[src/rtl/codec_pkg.sv]
// rtl/codec_pkg.sv - shared WM8731 codec definitions: states, addresses, configuration ROM
package codec_pkg;

    typedef enum logic [2:0] {
        ST_IDLE,
        ST_PWRUP,
        ST_REQ,
        ST_WAIT,
        ST_GAP,
        ST_DONE,
        ST_ERROR
    } cfg_state_e;

    localparam logic [6:0] CODEC_DEV_ADDR = 7'h1A;

    localparam logic [6:0] WM_R0_LLINE  = 7'h00;
    localparam logic [6:0] WM_R4_APATH  = 7'h04;
    localparam logic [6:0] WM_R5_DPATH  = 7'h05;
    localparam logic [6:0] WM_R6_POWER  = 7'h06;
    localparam logic [6:0] WM_R7_FORMAT = 7'h07;
    localparam logic [6:0] WM_R8_SAMPLE = 7'h08;
    localparam logic [6:0] WM_R9_ACTIVE = 7'h09;
    localparam logic [6:0] WM_R15_RESET = 7'h0F;

    localparam int CFG_ROM_DEPTH = 8;

    // Order matters: reset first, activate last so the codec only runs fully configured.
    localparam logic [15:0] CFG_ROM [CFG_ROM_DEPTH] = '{
        {WM_R15_RESET, 9'h000},
        {WM_R6_POWER,  9'h079},
        {WM_R4_APATH,  9'h005},
        {WM_R5_DPATH,  9'h000},
        {WM_R7_FORMAT, 9'h041},
        {WM_R8_SAMPLE, 9'h000},
        {WM_R0_LLINE,  9'h017},
        {WM_R9_ACTIVE, 9'h001}
    };

endpackage

[src/rtl/cfg_rom.sv]
// rtl/cfg_rom.sv - combinational step-to-word lookup into the codec configuration ROM
module cfg_rom
    import codec_pkg::*;
#(
    parameter int SW = 4
) (
    input  logic [SW-1:0] i_step,
    output logic [15:0]   o_word
);

    // Steps past the end of the table read as zero (DONE parks the step there).
    always_comb begin
        o_word = 16'h0000;
        for (int i = 0; i < CFG_ROM_DEPTH; i++) begin
            if (i_step == SW'(i)) begin
                o_word = CFG_ROM[i];
            end
        end
    end

endmodule

[src/rtl/codec_cfg_seq.sv]
// rtl/codec_cfg_seq.sv - WM8731 power-up configuration sequencer driving an I2C master handshake
module codec_cfg_seq
    import codec_pkg::*;
#(
    parameter int         NUM_WRITES   = 8,
    parameter int         PWRUP_CYCLES = 1000,
    parameter int         GAP_CYCLES   = 64,
    parameter int         RETRY_MAX    = 3,
    parameter logic [6:0] DEV_ADDR     = CODEC_DEV_ADDR,
    localparam int        SW           = $clog2(NUM_WRITES + 1)
) (
    input  logic          i_clk,
    input  logic          i_rst_n,
    input  logic          i_start,
    output logic          o_i2c_req,
    output logic [6:0]    o_i2c_dev,
    output logic [15:0]   o_i2c_word,
    input  logic          i_i2c_ready,
    input  logic          i_i2c_done,
    input  logic          i_i2c_nack,
    output logic          o_busy,
    output logic          o_cfg_done,
    output logic          o_cfg_error,
    output logic          o_mic_enable,
    output logic [SW-1:0] o_cfg_step
);

    localparam int CNT_MAX = (PWRUP_CYCLES > GAP_CYCLES) ? PWRUP_CYCLES : GAP_CYCLES;
    localparam int CW      = (CNT_MAX > 0) ? $clog2(CNT_MAX + 1) : 1;
    localparam int RW      = (RETRY_MAX > 0) ? $clog2(RETRY_MAX + 1) : 1;

    cfg_state_e    r_state;
    cfg_state_e    w_state_nxt;
    logic [CW-1:0] r_cnt;
    logic [CW-1:0] w_cnt_nxt;
    logic [SW-1:0] r_step;
    logic [SW-1:0] w_step_nxt;
    logic [RW-1:0] r_retry;
    logic [RW-1:0] w_retry_nxt;
    logic          r_last_nack;
    logic          w_last_nack_nxt;

    // Reset lands in PWRUP so configuration starts on its own.
    always_ff @(posedge i_clk or negedge i_rst_n) begin
        if (!i_rst_n) begin
            r_state     <= ST_PWRUP;
            r_cnt       <= '0;
            r_step      <= '0;
            r_retry     <= '0;
            r_last_nack <= 1'b0;
        end else begin
            r_state     <= w_state_nxt;
            r_cnt       <= w_cnt_nxt;
            r_step      <= w_step_nxt;
            r_retry     <= w_retry_nxt;
            r_last_nack <= w_last_nack_nxt;
        end
    end

    always_comb begin
        w_state_nxt     = r_state;
        w_cnt_nxt       = r_cnt;
        w_step_nxt      = r_step;
        w_retry_nxt     = r_retry;
        w_last_nack_nxt = r_last_nack;
        // start wins over everything, including a done in the same cycle.
        if (i_start) begin
            w_state_nxt     = ST_PWRUP;
            w_cnt_nxt       = '0;
            w_step_nxt      = '0;
            w_retry_nxt     = '0;
            w_last_nack_nxt = 1'b0;
        end else begin
            case (r_state)
                ST_PWRUP: begin
                    if (r_cnt == CW'(PWRUP_CYCLES)) begin
                        w_state_nxt = ST_REQ;
                        w_cnt_nxt   = '0;
                    end else begin
                        w_cnt_nxt = r_cnt + 1'b1;
                    end
                end
                ST_REQ: begin
                    if (i_i2c_ready) begin
                        w_state_nxt = ST_WAIT;
                    end
                end
                ST_WAIT: begin
                    if (i_i2c_done) begin
                        w_state_nxt     = ST_GAP;
                        w_cnt_nxt       = '0;
                        w_last_nack_nxt = i_i2c_nack;
                    end
                end
                ST_GAP: begin
                    if (r_cnt == CW'(GAP_CYCLES)) begin
                        w_cnt_nxt = '0;
                        if (!r_last_nack) begin
                            w_step_nxt  = r_step + 1'b1;
                            w_retry_nxt = '0;
                            w_state_nxt = (r_step == SW'(NUM_WRITES - 1)) ? ST_DONE : ST_REQ;
                        end else if (r_retry == RW'(RETRY_MAX)) begin
                            w_state_nxt = ST_ERROR;
                        end else begin
                            w_retry_nxt = r_retry + 1'b1;
                            w_state_nxt = ST_REQ;
                        end
                    end else begin
                        w_cnt_nxt = r_cnt + 1'b1;
                    end
                end
                default: begin
                    w_state_nxt = r_state;
                end
            endcase
        end
    end

    cfg_rom #(
        .SW(SW)
    ) u_cfg_rom (
        .i_step(r_step),
        .o_word(o_i2c_word)
    );

    // Status outputs decode the state register only, so reset drops them immediately.
    assign o_i2c_req    = (r_state == ST_REQ);
    assign o_i2c_dev    = DEV_ADDR;
    assign o_busy       = !((r_state == ST_IDLE) || (r_state == ST_DONE) || (r_state == ST_ERROR));
    assign o_cfg_done   = (r_state == ST_DONE);
    assign o_cfg_error  = (r_state == ST_ERROR);
    assign o_mic_enable = (r_state == ST_DONE);
    assign o_cfg_step   = r_step;

endmodule

[config.mk]
export PLATFORM = sky130hd
export DESIGN_NAME = codec_cfg_seq
export DESIGN_NICKNAME = d
export VERILOG_FILES = /design/src/rtl/codec_pkg.sv /design/src/rtl/cfg_rom.sv /design/src/rtl/codec_cfg_seq.sv
export SDC_FILE = /design/constraint.sdc
export NUM_CORES = 1
export LEC_CHECK = 0
export BUFFER_PORTS_ARGS = -buffer_cell sky130_fd_sc_hd__buf_4
export CAP_MARGIN = 20
export CELL_PAD_IN_SITES_DETAIL_PLACEMENT = 1
export CELL_PAD_IN_SITES_GLOBAL_PLACEMENT = 1
export CORE_MARGIN = 10
export CORE_UTILIZATION = 39
export DETAILED_ROUTE_END_ITERATION = 10
export PLACE_DENSITY_LB_ADDON = 0.1
export SYNTH_ARGS = -nofsm -noshare
export SYNTH_HDL_FRONTEND = slang
export SYNTH_SLANG_ARGS = --single-unit
[constraint.sdc]
create_clock -name i_clk -period 2.2 [get_ports i_clk]
set_input_delay 0.55 -clock i_clk [delete_from_list [all_inputs] [get_ports i_clk]]
set_output_delay 0.55 -clock i_clk [all_outputs]
set_load 0.01 [all_outputs]
==> results of run 1 <==
## registers in the layout (all words and copies together), names as in the netlist
register	flops
o_cfg_step	4
r_last_nack	1
r_retry	2
r_cnt	10
r_state	3
## critical path, stage by stage (launching register included)
cell,delay [ps]
sky130_fd_sc_hd__dfrtp_1,410
sky130_fd_sc_hd__inv_2,90
sky130_fd_sc_hd__ha_4,170
sky130_fd_sc_hd__nand2b_4,140
sky130_fd_sc_hd__or3_4,330
sky130_fd_sc_hd__or2_4,260
sky130_fd_sc_hd__a21oi_4,160
sky130_fd_sc_hd__buf_6,120
## timing repair
action,in CTS,in global routing
gates cloned,0,0
resized for setup,24,23
pin swaps,4,8
setup buffers,6,10
endpoints found under the setup margin,10,11
## metal layers
layer | part of all wire (%) | vias to the layer above | GRT usage (%)
met4 | 1.2 | 0 | 2.46
li1 | - | 709 | -
met3 | 2.2 | 8 | 2.54
met5 | 0 | - | 0
met1 | 40 | 757 | 14.1
met2 | 57 | 20 | 25.7
## power groups by stage
stage                     Sequential, mW  Combinational, mW  Clock (mW)
after floorplan                    0.416              0.192           0
after global placement             0.438              0.217           0
after detailed placement           0.441              0.231           0
after CTS                          0.434              0.232       0.302
after global routing               0.441              0.275       0.317
final                              0.435              0.241       0.297
## worst max path at each step
stage / to / start / slack [ps] / depth (start not counted)
finish: o_i2c_word[12] / o_cfg_step[1] / -300 / 7
global route: o_i2c_word[12] / o_cfg_step[1] / -360 / 7
CTS: o_i2c_word[12] / o_cfg_step[0] / -210 / 6
detailed placement: o_i2c_word[12] / o_cfg_step[1] / -40 / 7
global placement: o_i2c_word[12] / o_cfg_step[1] / 60 / 7
floorplan: o_i2c_word[12] / o_cfg_step[0] / 10 / 5
## cell usage after synthesis (6+ instances only)
cell type                  instances
sky130_fd_sc_hd__nor2b_1           7
sky130_fd_sc_hd__buf_4            14
sky130_fd_sc_hd__ha_1              7
sky130_fd_sc_hd__nor3_1            6
sky130_fd_sc_hd__inv_1             8
sky130_fd_sc_hd__a22o_1            8
sky130_fd_sc_hd__clkbuf_1          6
sky130_fd_sc_hd__nand2_1          10
sky130_fd_sc_hd__nor2_1           18
sky130_fd_sc_hd__o21ai_0          12
sky130_fd_sc_hd__a21oi_1          19
sky130_fd_sc_hd__dfrtp_1          19
## layout make-up
type                    count  area, um^2  area share, %
well taps                  48        60.1           2.80
inverters                   8        32.5           1.52
multi-input cells         147        1080           50.4
clock buffers               4        55.1           2.57
flip-flops and latches     20         503           23.5
repair buffers             49         413           19.3
## stage by stage
| step | TNS [ps] | worst slack, ps | hold slack (ps) |
|---|---|---|---|
| floorplan | 0 | 13.3 | 254 |
| global placement | 0 | 56.0 | 452 |
| detailed placement | -36.4 | -36.4 | 452 |
| CTS | -974 | -214 | 165 |
| global route | -2770 | -363 | 171 |
| finish | -2070 | -301 | 153 |
## logic make-up (layout without fill, tap and decap cells)
family	Yosys count	count (layout)
flops	20	20
compound gates	46	46
other cells	2	12
mux	2	2
fa+ha+maj	7	7
simple gates	76	76
xor+xnor	4	4
buf+inv	29	61
==> results.txt, run 1 <==
The run finished, with violations left. The final reports fail on setup timing. In this run the mean area of a mapped cell was 8.31 um^2. The count of clock tree sinks came out at 20. STA classifies the critical path endpoint as an output pin. The top cell type by area accounts for 30.8% of the synthesized area. The count of TritonRoute iterations in the first routing pass is 4.

Including well taps, the total number of placed cells is 257. The kind of launch point of the worst setup path is a flip-flop. The HPWL after detailed placement came out at 3.35 mm. The count of input and output buffers came out at 25.

The detailed router finished its first iteration with 65 violations. The power per cell area is 454 nW/um^2. For this run, the top clock speed supported by timing is 400 MHz. The detail route stage leaves a number of antenna-violating nets equal to 0. Setup repair after global routing could not meet its margin everywhere.

The final layout contains 242 nets. Entering global routing, the biggest net connects 21 pins. Leaving out fill and tap cells, the most frequent cell in the layout is sky130_fd_sc_hd__buf_4. sky130_fd_sc_hd__dfrtp_1 takes more of the synthesized area than any other cell. The number of antenna diodes in the final layout is 0. The number of flops mapped to enable cells by yosys came out at 0. CTS built an H-tree with a depth of 1.

The die area came out at 6880 um^2. In this run the power spent charging and discharging nets is 316 uW. The post-route non-filler standard cell count is 276. In this run the static leakage power is 0.978 nW. The effective utilization at floorplan came out at 41.3%. The sequential area share after synthesis came out at 32.5%. The die boundary height is 82.9 um. The initial antenna violation count is 0. The count of different cell masters after synthesis is 43. Using the TritonRoute via totals, the vias-per-cell ratio works out to 5.41. The fraction of power consumed by sequential logic is 44.7%. The worst register-to-register path has a depth of 7. The critical path is of the flip-flop to output pin type. After detailed routing, the average wire length per cell comes to 18.8 um.

The wire length of the first global-routing pass came out at 7.85 mm. The final-layout fill cell count came out at 436. Measured against the total synthesized area, the mux share comes to 1.38%. The count of vias placed by the detailed router came out at 1,494. With fillers left out, the area of the finished cells amounts to 2140 um^2.

In the post-synthesis netlist, the biggest area contributors are sky130_fd_sc_hd__dfrtp_1 31%, sky130_fd_sc_hd__buf_4 6.8%, sky130_fd_sc_hd__a21oi_1 6.2%. After detailed placement, the total cell area comes to 1770 um^2. The cell count after synthesis came out at 186. The routed design has 5.19 mm of wire. For this run, the leading register cell type out of synthesis is sky130_fd_sc_hd__dfrtp_1. The warning count from the yosys run came out at 0. The worst min-delay path category is primary input to asynchronous set/reset pin. The count of hold buffers inserted by post-cts repair came out at 0.

The number of failing setup endpoints in the final timing report came out at 11. The synthesized cell area is 1550 um^2. The residual overflow from global routing is 0. The number of pins with negative max-slew slack in the final report came to 0. The portion of total power attributed to the clock network is 30.5%. The core box area is 3740 um^2. CTS placed an instance of sky130_fd_sc_hd__clkbuf_8 at the clock tree root. The final core utilization is 57.3%. The number of failing hold endpoints at the final stage came to 0. The slack of the worst reg-to-reg path came out at 160 ps.

The switching share of power came out at 32.4%. The minimum clock period after layout came out at 2500 ps. Data arrives at the worst endpoint at 1950 ps. IR analysis of the VDD net gives a maximum drop of 0.312 mV. The arithmetic-cell share of the synthesized area counting full adders, half adders and majority gates is 5.67%. The worst clock skew is 5.56 ps.

The last weighted congestion value of the routability-driven placer is 0.755. TritonCTS built the clock tree. The largest driver fanout on the critical path came out at 2. From left edge to right edge, the die measures 82.9 um. The total power is 974 uW. Of the cells placed in the final design, the portion with a size suffix greater than 1 is 37.3%. The main combinational cell family by area after synthesis is simple AND/OR/NAND/NOR gates. The floorplan has 22 rows. The number of clock buffers inserted by TritonCTS is 3.

The final critical-path share of the clock period came out at 114%. Pin placement for this block handled 38 I/O pins. The endpoint identified for the worst register-to-register timing path is r_state[1].

After Yosys synthesis, and, or, nand and nor cells account for 28.7% of the synthesized area. The final routed DRC violation total is 0. The synthesis-to-layout area growth is 38.7%. The post-synthesis compound-gate area fraction came out at 18.5%. The via count of the first global-routing pass is 1,509. The logic gate share of total power came out at 24.8%. The reported max-cap violation count came out at 0. The maximum buffer depth of the clock tree is 2. The worst endpoint required time came out at 1650 ps. The internal cell power is 658 uW.

After Yosys synthesis, XOR and XNOR cells account for 2.27% of the synthesized area. The proportion of register bits with asynchronous set or reset after synthesis came out at 100%. The clock latency on the worst-skew pair is 260 ps.

For this run, the total global-route usage over all layers was measured as 13.2%. The total of flip-flops plus latches after synthesis is 20. In the layout the commonest cells are 37 x sky130_fd_sc_hd__buf_4, 18 x sky130_fd_sc_hd__dfrtp_1, 16 x sky130_fd_sc_hd__nor2_1. The worst-case setup margin in the final layout is -301 ps. In this run the critical register-to-register path is launched from r_cnt[0]. After clock tree synthesis, the clock-pin slew on the worst setup and hold paths is 90 ps.
(Power assumes the default switching activity.)
==> inputs of run 2 (changes only) <==
Settings changed: BUFFER_PORTS_ARGS -buffer_cell sky130_fd_sc_hd__buf_4 to -buffer_cell sky130_fd_sc_hd__buf_2.
==> results.txt, run 2 (synthesis gave the netlist of run 1 again) <==
The flow ran to the end, but the final reports show violations. The number of antenna cells inserted came out at 0. In this run the count of I/O pins placed on the die edge is 38. The number of failing setup endpoints in the final timing report is 9. The effective utilization at floorplan came out at 41.3%. Clock-pin slew was measured on the worst setup and hold paths at 80 ps. The minimum clock period after layout is 2410 ps. The reported max-cap violation count is 0. The largest net degree at the start of global routing came out at 21. By startpoint and endpoint, the worst setup path is classified as flip-flop to output pin. The vias per cell came out at 5.34. In the final routed layout, each cell accounts on average for 16.9 um.

The global-route usage over all layers is 11.7%. The endpoint arrival time on the critical path came out at 1860 ps. In this run the critical register-to-register path is captured at r_state[1]. The number of failing hold endpoints at the final stage came to 0. The post-route non-filler standard cell count is 268. The worst min-delay path category is primary input to asynchronous set/reset pin. The core box area is 3740 um^2. Based on the critical path, the design can be clocked at up to 414 MHz. The count of H-tree levels built during CTS is 1. The residual overflow from global routing is 0. The later pin in the worst-skew pair is clocked with a latency of 260 ps. The number of flip-flops in the largest register is 10. The final routed DRC violation total is 0. The clock arrives with 2.88 ps of skew.

The final critical-path share of the clock period came out at 110%. No sink is reached through more buffers than the 2 on the longest clock path. In this run the horizontal extent of the chip is 82.9 um. The die boundary height is 82.9 um. The HPWL after detailed placement is 3.21 mm.

The top cell types in the final layout, fill and taps aside, are 23 x sky130_fd_sc_hd__buf_2, 18 x sky130_fd_sc_hd__dfrtp_1, 16 x sky130_fd_sc_hd__nor2_1. The final routed wirelength across all metal layers is 4.52 mm. The synthesis-to-layout area growth came out at 25.1%. The post-route setup TNS came out at -1020 ps. The final reports fail on setup timing. In this run the worst setup path begins at o_cfg_step[1]. The total power came out at 917 uW. The worst setup path is launched from a flip-flop.

Clock tree synthesis found a total of 20 sinks. The number of pins with negative max-slew slack in the final report came out at 0. The via count of the first global-routing pass came out at 1,476. The static power due to leakage came out at 0.900 nW. Clock tree synthesis selected as its root buffer the cell sky130_fd_sc_hd__clkbuf_8. The most frequent standard cell in the layout excluding fill and tap cells is sky130_fd_sc_hd__buf_2.

Setup repair after global routing could not meet its margin everywhere. The worst-case setup margin in the final layout came out at -215 ps. The number of cells traversed by the worst register-to-register path came out at 7.

The number of DRC markers after the initial detailed-route iteration came out at 73. The number of nets at the end of the flow came out at 234. The final core utilization came out at 51.6%. The startpoint identified for the worst register-to-register timing path is r_cnt[0]. The CTS tree is done. The layout cell share with drive strength beyond 1 is 33.2%. The die area is 6880 um^2. The first global-routing pass estimated 7.01 mm of wire. After clock tree synthesis, the flow added hold-fix buffers numbering 0. The initial antenna violation count came out at 0. The initialized floorplan defines 22 standard-cell rows.

The power per cell area came out at 474 nW/um^2. Input and output buffers added on the ports amount to 25. The count of TritonRoute iterations in the first routing pass came out at 2.

The register with the most flip-flops in the final layout is r_cnt. The worst endpoint required time came out at 1650 ps. The remaining number of nets flagged by the antenna check after routing is 0. The count of vias placed by the detailed router came out at 1,432. The maximum VDD drop came out at 0.333 mV. Timing analysis after detailed placement gives a worst setup slack of -31.0 ps.

The number of clock buffers inserted by TritonCTS is 3. At the end of routability-driven placement, the weighted congestion stood at 0.771. In this run the worst path has a maximum fanout of 3.

After detailed placement, the design holds a cell count of 257. The type of element capturing the critical path is an output pin. For flop-to-flop paths, the worst setup slack is 210 ps.
run 2: worst max-delay path, cell delays in order (launching register included):
cell,delay [ps]
sky130_fd_sc_hd__dfrtp_1,410
sky130_fd_sc_hd__buf_6,140
sky130_fd_sc_hd__ha_2,180
sky130_fd_sc_hd__or3_4,390
sky130_fd_sc_hd__or2_4,240
sky130_fd_sc_hd__a21oi_2,120
sky130_fd_sc_hd__buf_2,140
run 2: area by class of cell:
| class | instances | area, um^2 |
|---|---|---|
| Clock buffer | 4 | 45.0 |
| Fill cell | 468 | 1810 |
| Inverter | 8 | 30.0 |
| Multi-Input combinational cell | 147 | 1020 |
| Sequential cell | 20 | 503 |
| Tap cell | 48 | 60.1 |
| Timing Repair Buffer | 41 | 273 |
run 2: worst max path at each step:
| stage | to | slack, ps | depth (start not counted) |
|---|---|---|---|
| after CTS | o_i2c_word[12] | -210 | 7 |
| after global routing | o_i2c_word[12] | -300 | 6 |
| final | o_i2c_word[12] | -210 | 6 |
| after global placement | o_i2c_word[12] | 50 | 7 |
| after floorplan | o_i2c_word[12] | 10 | 5 |
| after detailed placement | o_i2c_word[12] | -30 | 7 |
run 2: through the flow:
stage | hold WS, ps | instance area, um^2
detailed placement | 543 | 1710
floorplan | 254 | 1590
global placement | 532 | 1710
CTS | 259 | 1820
global route | 278 | 1930
finish | 239 | 1930
run 2: power by group:
group | total, mW | internal [mW] | switching [mW]
combinational | 0.227 | 0.0934 | 0.134
sequential | 0.430 | 0.393 | 0.0365
clock | 0.260 | 0.129 | 0.131
total | 0.917 | 0.616 | 0.301
run 2: what timing repair did:
| action | in CTS | in global routing |
|---|---|---|
| cloned | 0 | 0 |
| pin swaps | 2 | 9 |
| endpoints found under the setup margin | 8 | 9 |
| gates resized for setup | 13 | 18 |
| setup buffers | 3 | 5 |
run 2: routing by layer:
metal	up-vias	routed length, um	GRT usage, %
li1	688	-	-
met1	726	1840	12.2
met2	14	2520	22.6
met3	4	122	2.44
met4	0	34	3.38
met5	-	0	0
